<file path="src/rtl/pcie_msg_sram_writer.sv">
// Packs a framed 32-bit dword stream into 256-bit SRAM lines, writes them into
// a circular line buffer and publishes a committed write pointer plus a
// per-message descriptor once a message is completely in the SRAM.
module pcie_msg_sram_writer #(
  parameter int DATA_WIDTH    = 256,
  parameter int ADDR_WIDTH    = 10,
  parameter int DEPTH         = 1024,
  parameter int MAX_MSG_LINES = 64
) (
  input  logic                  clk,
  input  logic                  rst_n,
  input  logic                  in_valid,
  output logic                  in_ready,
  input  logic [31:0]           in_data,
  input  logic                  in_sop,
  input  logic                  in_eop,
  output logic                  sram_wen,
  output logic [ADDR_WIDTH-1:0] sram_waddr,
  output logic [DATA_WIDTH-1:0] sram_wdata,
  input  logic [ADDR_WIDTH:0]   rd_ptr,
  output logic [ADDR_WIDTH:0]   wr_ptr,
  output logic                  msg_valid,
  output logic [ADDR_WIDTH-1:0] msg_addr,
  output logic [15:0]           msg_len_dw,
  output logic                  err_overflow,
  output logic                  err_proto
);

  typedef enum logic [1:0] {IDLE, COLLECT, DROP} state_t;

  localparam logic [ADDR_WIDTH:0] DEPTH_L = DEPTH[ADDR_WIDTH:0];
  localparam logic [ADDR_WIDTH:0] MAX_L   = MAX_MSG_LINES[ADDR_WIDTH:0];
  localparam logic [ADDR_WIDTH:0] ONE_L   = (ADDR_WIDTH+1)'(1);

  state_t                state;
  logic                  active;
  logic [ADDR_WIDTH:0]   line_ptr;
  logic [ADDR_WIDTH:0]   msg_start;
  logic [DATA_WIDTH-1:0] pack;
  logic [2:0]            idx;
  logic [15:0]           dw_cnt;
  logic                  commit_pend;
  logic [ADDR_WIDTH:0]   pend_ptr;
  logic [ADDR_WIDTH-1:0] pend_addr;
  logic [15:0]           pend_len;

  logic [ADDR_WIDTH:0]   used;
  logic                  full;
  logic                  acc;
  logic [ADDR_WIDTH:0]   cur_line;
  logic [ADDR_WIDTH:0]   msg_first;
  logic [2:0]            wr_idx;
  logic [DATA_WIDTH-1:0] line_data;
  logic [15:0]           new_cnt;
  logic                  line_done;
  logic                  overflow;

  // Occupancy and handshake; active keeps in_ready low in the cycle after reset
  always_comb begin
    used     = line_ptr - rd_ptr;
    full     = (used == DEPTH_L);
    in_ready = active && ((state == DROP) || !full);
    acc      = in_valid && in_ready;
  end

  // Next-line datapath: an sop restarts packing at the message start line
  always_comb begin
    cur_line  = (state == COLLECT && in_sop) ? msg_start : line_ptr;
    msg_first = in_sop ? cur_line : msg_start;
    wr_idx    = in_sop ? 3'd0 : idx;
    line_data = in_sop ? '0 : pack;
    line_data[{wr_idx, 5'd0} +: 32] = in_data;
    new_cnt   = (in_sop ? 16'd0 : dw_cnt) + 16'd1;
    line_done = (wr_idx == 3'd7) || in_eop;
    overflow  = (state == COLLECT) && !in_sop && (idx == 3'd0) &&
                ((line_ptr - msg_start) == MAX_L);
  end

  // Framing FSM, line packing, SRAM write and two-stage commit pipeline
  always_ff @(posedge clk) begin
    if (!rst_n) begin
      state        <= IDLE;
      active       <= 1'b0;
      line_ptr     <= '0;
      msg_start    <= '0;
      pack         <= '0;
      idx          <= '0;
      dw_cnt       <= '0;
      commit_pend  <= 1'b0;
      pend_ptr     <= '0;
      pend_addr    <= '0;
      pend_len     <= '0;
      wr_ptr       <= '0;
      sram_wen     <= 1'b0;
      sram_waddr   <= '0;
      sram_wdata   <= '0;
      msg_valid    <= 1'b0;
      msg_addr     <= '0;
      msg_len_dw   <= '0;
      err_overflow <= 1'b0;
      err_proto    <= 1'b0;
    end else begin
      active       <= 1'b1;
      sram_wen     <= 1'b0;
      msg_valid    <= 1'b0;
      err_overflow <= 1'b0;
      err_proto    <= 1'b0;
      commit_pend  <= 1'b0;
      // Publish one cycle after the final line write so the line is in the SRAM
      if (commit_pend) begin
        wr_ptr     <= pend_ptr;
        msg_valid  <= 1'b1;
        msg_addr   <= pend_addr;
        msg_len_dw <= pend_len;
      end
      if (acc) begin
        if (state == DROP) begin
          if (in_eop) state <= IDLE;
        end else if (state == IDLE && !in_sop) begin
          err_proto <= 1'b1;
        end else if (overflow) begin
          err_overflow <= 1'b1;
          line_ptr     <= msg_start;
          idx          <= '0;
          pack         <= '0;
          dw_cnt       <= '0;
          state        <= in_eop ? IDLE : DROP;
        end else begin
          if (state == COLLECT && in_sop) err_proto <= 1'b1;
          msg_start <= msg_first;
          if (line_done) begin
            sram_wen   <= 1'b1;
            sram_waddr <= cur_line[ADDR_WIDTH-1:0];
            sram_wdata <= line_data;
            line_ptr   <= cur_line + ONE_L;
            idx        <= '0;
            pack       <= '0;
          end else begin
            line_ptr <= cur_line;
            idx      <= wr_idx + 3'd1;
            pack     <= line_data;
          end
          if (in_eop) begin
            commit_pend <= 1'b1;
            pend_ptr    <= cur_line + ONE_L;
            pend_addr   <= msg_first[ADDR_WIDTH-1:0];
            pend_len    <= new_cnt;
            dw_cnt      <= '0;
            state       <= IDLE;
          end else begin
            dw_cnt <= new_cnt;
            state  <= COLLECT;
          end
        end
      end
    end
  end

endmodule

</file>
<file path="config.mk">
export PLATFORM = sky130hd
export DESIGN_NAME = pcie_msg_sram_writer
export DESIGN_NICKNAME = d
export VERILOG_FILES = /design/src/rtl/pcie_msg_sram_writer.sv
export SDC_FILE = /design/constraint.sdc
export NUM_CORES = 1
export LEC_CHECK = 0
export CORE_UTILIZATION = 37
export CTS_BUF_LIST = sky130_fd_sc_hd__clkbuf_4
export DETAILED_ROUTE_END_ITERATION = 10
export HOLD_SLACK_MARGIN = 0.06
export PLACE_DENSITY = 0.62
export SLEW_MARGIN = 20
export SYNTH_ARGS = -nofsm -noshare
export SYNTH_HDL_FRONTEND = slang
export SYNTH_SLANG_ARGS = --single-unit
</file>
<file path="constraint.sdc">
create_clock -name clk -period 6.2 [get_ports clk]
set_input_delay 1.24 -clock clk [delete_from_list [all_inputs] [get_ports clk]]
set_output_delay 1.24 -clock clk [all_outputs]
set_load 0.03 [all_outputs]
</file>
# Word level (Yosys, flattened, before mapping)
# Index checks and enable logic that the tools add are counted.
word_totals:
  ff_bits: 645
  in_bits: 48
  output_inout_bits: 308
  wordCells: 91
classes:
  addsub: 6
  n_eq_ne: 7
  shifts: 2
  mux: 28
  bitwise_logic: 5
  n_reduce_logical: 22
ops:
  columns: ["operator", "n"]
  rows:
  - ["256-bit 2-to-1 mux", 3]
  - ["256-bit bitwise mux", 1]
  - ["32-bit by 10-bit variable shift with 256-bit output, first input constant", 1]
  - ["32-bit by 10-bit indexed part select with 256-bit output", 1]
  - ["16-bit 2-to-1 mux", 3]
  - ["11-bit 2-to-1 mux", 3]
  - ["11-bit subtractor", 2]
  - ["16-bit by 1-bit adder with 16-bit output, second input constant", 1]
  - ["5-bit AND reduction", 3]
  - ["11-bit by 1-bit adder with 11-bit output, second input constant", 1]
  - ["11-bit == test, second input constant", 1]
  - ["11-bit by 7-bit == test with 1-bit output, second input constant", 1]
  - ["10-bit 2-to-1 mux", 1]
  - ["2-bit 2-to-1 mux", 5]
  - ["8-bit negation with 10-bit output", 1]
  - ["1-bit 2-to-1 mux", 9]
  - ["3-bit 2-to-1 mux", 3]
  - ["1-bit logical AND", 7]
  - ["3-bit AND reduction", 2]
  - ["1-bit NOT", 5]
  - ["5-bit OR reduction", 1]
  - ["2-bit inequality test, second input constant", 2]
  - ["4-bit AND reduction", 1]
  - ["4-bit OR reduction", 1]
  - ["9 further kinds", 11]

# Logic depth before layout (Yosys ltp)
# Gate-level depths: netlist (run 1).
depth:
  depth_word: 8
  mapped_depth: 16
  ltp_nobuf: 13

# Worst setup path after synthesis (run 1)
# Ideal clock, no wire load.
synth_timing:
  path_type: "input to output"
  startpoint: "input rd_ptr[1]"
  endpoint: "output in_ready"
  arrival_time_ns: 3.386
  t_required_ns: 4.960
  setup_slack_ns: 1.574
  path_stages: 8
  n_path_buf: 0
  cell_sequence: "inv_1 ha_1 nor2b_4 o31a_1 or4_1 a22oi_1 a2111oi_0 a21boi_0"
synth_via:
  elab_chain_len: 5
synth_rtl:
  columns: ["element", "line", "rtl"]
  rows:
  - ["start, declared", "20", "input logic [ADDR_WIDTH:0] rd_ptr,"]
  - ["11-bit subtractor", "60", "used = line_ptr - rd_ptr;"]
  - ["11-bit == test", "61", "full = (used == DEPTH_L);"]
  - ["1-bit logical NOT", "62", "in_ready = active && ((state == DROP) || !full);"]
  - ["1-bit logical OR", "62", null]
  - ["1-bit logical AND", "62", null]
  - ["end, declared", "13", "output logic in_ready,"]
# No other way between the ends.

# Worst setup path after layout (run 1)
# Same ends and word-level chain as after synthesis.

==> qor.txt, run 1 <==
status - finished clean
vias in the first global route - 26,400
core box area - 0.0836 mm2
CP Capture Type - output port
top cells by area, synth - dfxtp_1 41%, a21oi_1 9.4%, a211oi_2 8.7%, nand3b_1 5.3%, nand2_1 5.2%
Sw Ratio - 32.2%
Die Area - 0.0854 mm2
DIE WIDTH - 292 um
total global-route track usage - 24.4%
Setup Viol. Count Final - 0
postcts setup bufs - 0
register area - 0.0129 mm2
sequential share of the synthesized area - 41.4%
EDFF count, synth - 0
final hold violation count - 0
CTS root buffer - clkbuf_4
design area - 0.0372 mm2
f_max - 193 MHz
Mapped Cells - 3,647
HP Class - flop to flop
Tightest Pin Transition - 1220 ps
Synth top area share - 41.4%
Final Core Density - 44.5%
initial antenna violation count - 3
routed via count - 28,600
Flop pwr share - 42.9%
net switching power - 0.00334 W
P_int - 0.00702 W
VDD IR max - 145 uV
final WL - 108 mm
Syn Nets - 3,723
I/O pin cnt - 356
Final Skew - 89.9 ps
Mean Syn Cell Area - 8.55 um2
Slew HR - 18.7%
Ys Warns - 0
P&R area growth vs syn - 19.2%
P per Cell Area - 279 mW/mm2
setup TNS - 0 ps
Fin Hold WS - 448 ps
htree depth - 4
worst hold start - pack[26]$_SDFFE_PN0P_
filler cell count - 8,278
TritonCTS Buffers - 178
TritonCTS clock tree - built
Overflow after GRT - 0
fin crit period - 5180 ps
Synth top cells by count - 645 x dfxtp_1, 583 x a21oi_1, 433 x nand2_1, 251 x clkbuf_1, 220 x nand3b_1
Starting Density - 37.3%
clock transition at the registers of the reported paths - 60 ps
most frequent cell after synthesis - dfxtp_1
area leader, netlist - dfxtp_1
# rows - 106
cts repair resizes - 0
Logic pwr share - 18.7%
mapped cell area - 0.0312 mm2
Critical Path Start Type - input pin
Async SR Flop Fraction - 0%
Top FF cell, synth - dfxtp_1
fin. max-slew vios - 0
Yosys cell types - 71
Clk pwr share - 38.4%
maxcap violations - 0
port buffer count - 355
LEAKAGE - 11.7 nW
WS Path Type - input pin to output port
antenna viol nets, final - 0
Final Wtd Congestion - 0.879
Multi-input gate area - 0.0161 mm2
die height - 292 um
CTS Hold Bufs - 0
Critical path origin - rd_ptr[1]
DR iter-0 viols - 2,769
Via density - 5.68
post-layout net count - 3,894
layout cells sized above 1 - 15.4%
Detail Placement HPWL - 62.8 mm
Avg WL per Cell - 21.5 um
total clock sinks - 645
Post-DP Area - 0.0349 mm2
Pre-antenna DRT Iters - 6
drt drc - 0
Tcrit/Tclk final - 83.5%
later-pin clock latency in the skew report - 1050 ps
CP Max Fanout - 4
r2r startpoint - line_ptr[3]$_SDFFE_PN0P_
pin count of the biggest net entering global routing - 183
#FFs+latches synth - 645
maximum root-to-sink buffer count - 3
first-pass GRT wire length - 163 mm
unrepaired setup endpoints after global routing - no
CP arrival - 3940 ps
WP data required - 4960 ps
==> kinds of logic (layout without fill, tap and decap cells) <==
family | count (synthesis) | count (layout) | synth area share [%]
AO/OA/AOI/OAI | 1196 | 1196 | 26.3
XOR/XNOR | 31 | 31 | 0.871
adder cells (fa/ha/maj) | 28 | 28 | 1.12
buffers and inverters | 490 | 788 | 7.12
flip-flops | 645 | 645 | 41.4
multiplexers | 76 | 76 | 2.46
other | 0 | 8 | 0
AND/OR/NAND/NOR | 1181 | 1181 | 20.7
==> cell type report <==
| type | instances | area share, % |
|---|---|---|
| clock buffers | 271 | 5.48 |
| well taps | 1080 | 3.64 |
| flip-flops and latches | 645 | 34.8 |
| inverters | 64 | 0.670 |
| repair buffers | 417 | 11.4 |
| clock inverters | 36 | 0.667 |
| diodes | 8 | 0.0539 |
| multi-input cells | 2512 | 43.4 |
==> placed cells by master, fill, tap and decap left out, types with 72 or more instances in the layout <==
cell type and n:
a211oi_2 217, a21oi_1 582, a31oi_1 198, clkbuf_4 271, clkdlybuf4s50_1 351, dfxtp_1 644
mux2i_1 72, nand2_1 432, nand3_1 102, nand3b_1 220, nor2_1 109, nor3b_1 192
o21ai_0 84
==> per-layer routing <==
layer	track usage (%)	wire, um	up-vias	share of wire (%)
met5	0	0	-	0
met4	10.0	3380	0	3.1
met3	4.65	7370	184	6.8
met2	37.0	48400	1027	45
met1	34.0	49200	13800	45
li1	-	-	13600	-
==> path summary, 6_finish.rpt <==
kind                                   to  slack (ps)  cells past startpoint
max reg2reg  sram_wdata[198]$_SDFFE_PN0P_        2130                     11
max                              in_ready        1020                     10
min                 pack[26]$_SDFFE_PN0P_         450                      2
min reg2reg         pack[26]$_SDFFE_PN0P_         450                      2
==> registers in the layout (all words and copies together), names as in the netlist, 11 cells and up <==
signal / flops
pack: 256
wr_ptr: 11
sram_wdata: 256
pend_ptr: 11
pend_len: 16
msg_start: 11
dw_cnt: 16
line_ptr: 11
msg_len_dw: 16
==> stage by stage <==
step / power, W / std cells / setup WS, ps
after floorplan: 0.00580 / 3647 / 1570
after global placement: 0.00646 / 4718 / 970
after detailed placement: 0.00646 / 4718 / 1010
after CTS: 0.0105 / 5025 / 1000
after global routing: 0.0108 / 5033 / 782
final: 0.0104 / 5033 / 1020
==> critical path, stage by stage <==
cell             delay, ps
clkdlybuf4s50_1        460
inv_1                   40
ha_1                   300
nor2b_4                150
o2111a_1               260
or3_1                  320
a211o_1                310
a2111oi_0              440
a21boi_0               210
buf_4                  210
==> power by group through the flow <==
stage          Sequential, W  Combinational [W]  Clock, W
3_3_place_gp         0.00454            0.00192         0
4_1_cts              0.00444            0.00193   0.00409
5_1_grt              0.00446            0.00206   0.00431
3_5_place_dp         0.00453            0.00193         0
6_report             0.00445            0.00194   0.00398
2_1_floorplan        0.00474            0.00106         0
Power figures use the tool's default switching activity.
==> run 2, diff against run 1 <==
PLACE_DENSITY = 0.64   (was 0.62)
clock period = 4.3 ns   (was 6.2 ns; I/O delays follow)
==> qor.txt, run 2 (synthesized netlist as in run 1, its figures left out) <==
TritonCTS clock tree - built
Crit path largest cell delay - 380 ps
final WL - 108 mm
WS Path Type - flop to output port
port buffer count - 355
most frequent cells in the layout - 640 x dfxtp_1, 581 x a21oi_1, 432 x nand2_1, 352 x clkdlybuf4s50_1, 260 x clkbuf_4
Tcrit/Tclk final - 96.2%
pin count of the biggest net entering global routing - 193
most common cell after layout, fill and taps aside - dfxtp_1
layout cells sized above 1 - 17.2%
P per Cell Area - 395 mW/mm2
drt drc - 0
DIE WIDTH - 292 um
Critical Path Start Type - flop
Overflow after GRT - 0
Critical R2R Capture - sram_wdata[212]$_SDFFE_PN0P_
WHS Endpoint - active$_DFF_P_
post-layout net count - 3,973
DR iter-0 viols - 3,105
first-pass GRT wire length - 164 mm
register area - 0.0129 mm2
P&R area growth vs syn - 22.2%
f_max - 242 MHz
worst hold start - rst_n
total clock sinks - 645
core box area - 0.0836 mm2
htree depth - 4
Setup Viol. Count Final - 0
Slew HR - 19.9%
HP Class - input pin to flop
Via density - 5.67
Overall Power - 0.0150 W
CTS Hold Bufs - 0
CTS root buffer - clkbuf_4
Place WS - -87.9 ps
Non-Filler Instances - 5,117
R2R cell count - 11
later-pin clock latency in the skew report - 1080 ps
Crit-path slowest cell - dfxtp_4
CP Capture Type - output port
Fin Hold WS - 284 ps
LEAKAGE - 12.2 nW
Starting Density - 37.3%
clock transition at the registers of the reported paths - 70 ps
maximum root-to-sink buffer count - 3
Detail Placement HPWL - 67.9 mm
fin. max-slew vios - 0
Tightest Pin Transition - 1200 ps
status - finished clean
filler cell count - 8,184
worst setup margin - 163 ps
Final Wtd Congestion - 0.878
CP Max Fanout - 5
initial antenna violation count - 2
VDD IR max - 210 uV
Pre-antenna DRT Iters - 6
fin crit period - 4140 ps
TritonCTS Buffers - 177
Avg WL per Cell - 21.0 um
total global-route track usage - 24.4%
I/O pin cnt - 356
Multi-input gate area - 0.0162 mm2
Largest regs - pack x256, sram_wdata x256
Final Skew - 89.7 ps
maxcap violations - 0
Die Area - 0.0854 mm2
routed via count - 29,000
r2r setup slk - 720 ps
vias in the first global route - 26,900
CP arrival - 3280 ps
placed cells - 4,798
# rows - 106
final hold violation count - 0
die height - 292 um
WP data required - 3440 ps
antenna viol nets, final - 0
Hold Path Depth - 1
CP Cell Sequence - ha_1 > nor2b_4 > o2111a_1 > or3_1 > a211o_1 > a2111oi_4 > a21boi_2 > buf_4
r2r startpoint - msg_start[3]$_SDFFE_PN0P_
-- run 2: what timing repair did --
action,in CTS,in global routing
resized for setup,13,3
setup buffers,0,0
pin swaps,1,1
setup endpoints to repair,1,1
gates cloned,0,0
-- run 2: worst max-delay path by stage --
stage,start,endpoint,cells past startpoint
after floorplan,rd_ptr[1],in_ready,8
after detailed placement,rd_ptr[1],in_ready,10
after CTS,line_ptr[1]$_SDFFE_PN0P_,in_ready,8
final,line_ptr[1]$_SDFFE_PN0P_,in_ready,8
after global routing,line_ptr[1]$_SDFFE_PN0P_,in_ready,9
after global placement,rd_ptr[1],in_ready,10
-- run 2: metal layers --
layer	global-route usage, %	vias up	share of wire [%]
li1	-	13800	-
met1	34.0	13900	45
met2	36.7	1164	44
met3	5.05	204	7.8
met4	9.32	0	3.2
met5	0	-	0
-- run 2: final cells by class --
cell class	instances	area share, %
multi-input cells	2512	42.4
clock buffers	260	5.12
clock inverters	45	0.788
inverters	64	0.653
diodes	14	0.0919
well taps	1080	3.55
repair buffers	497	13.5
flip-flops and latches	645	33.9
-- run 2: report_power, final --
| group | total (W) | internal [W] | switching (W) |
|---|---|---|---|
| clock | 0.00564 | 0.00286 | 0.00278 |
| combinational | 0.00302 | 0.00106 | 0.00195 |
| sequential | 0.00639 | 0.00621 | 0.000177 |
-- run 2: through the flow --
step	util, %	instance area (um2)	setup TNS (ps)
4_1_cts	45.6	38100	0
6_report	45.6	38100	0
3_3_place_gp	42.8	35800	-2240
5_1_grt	45.6	38100	-50.3
2_1_floorplan	-	31200	0
3_5_place_dp	42.8	35800	-191
-- run 2: critical path, delay by kind of cell (launching register included) --
family | cells | cell delay [ps]
compound gates | 4 | 930
buf+inv | 1 | 180
flops | 1 | 380
simple gates | 2 | 450
fa+ha+maj | 1 | 290
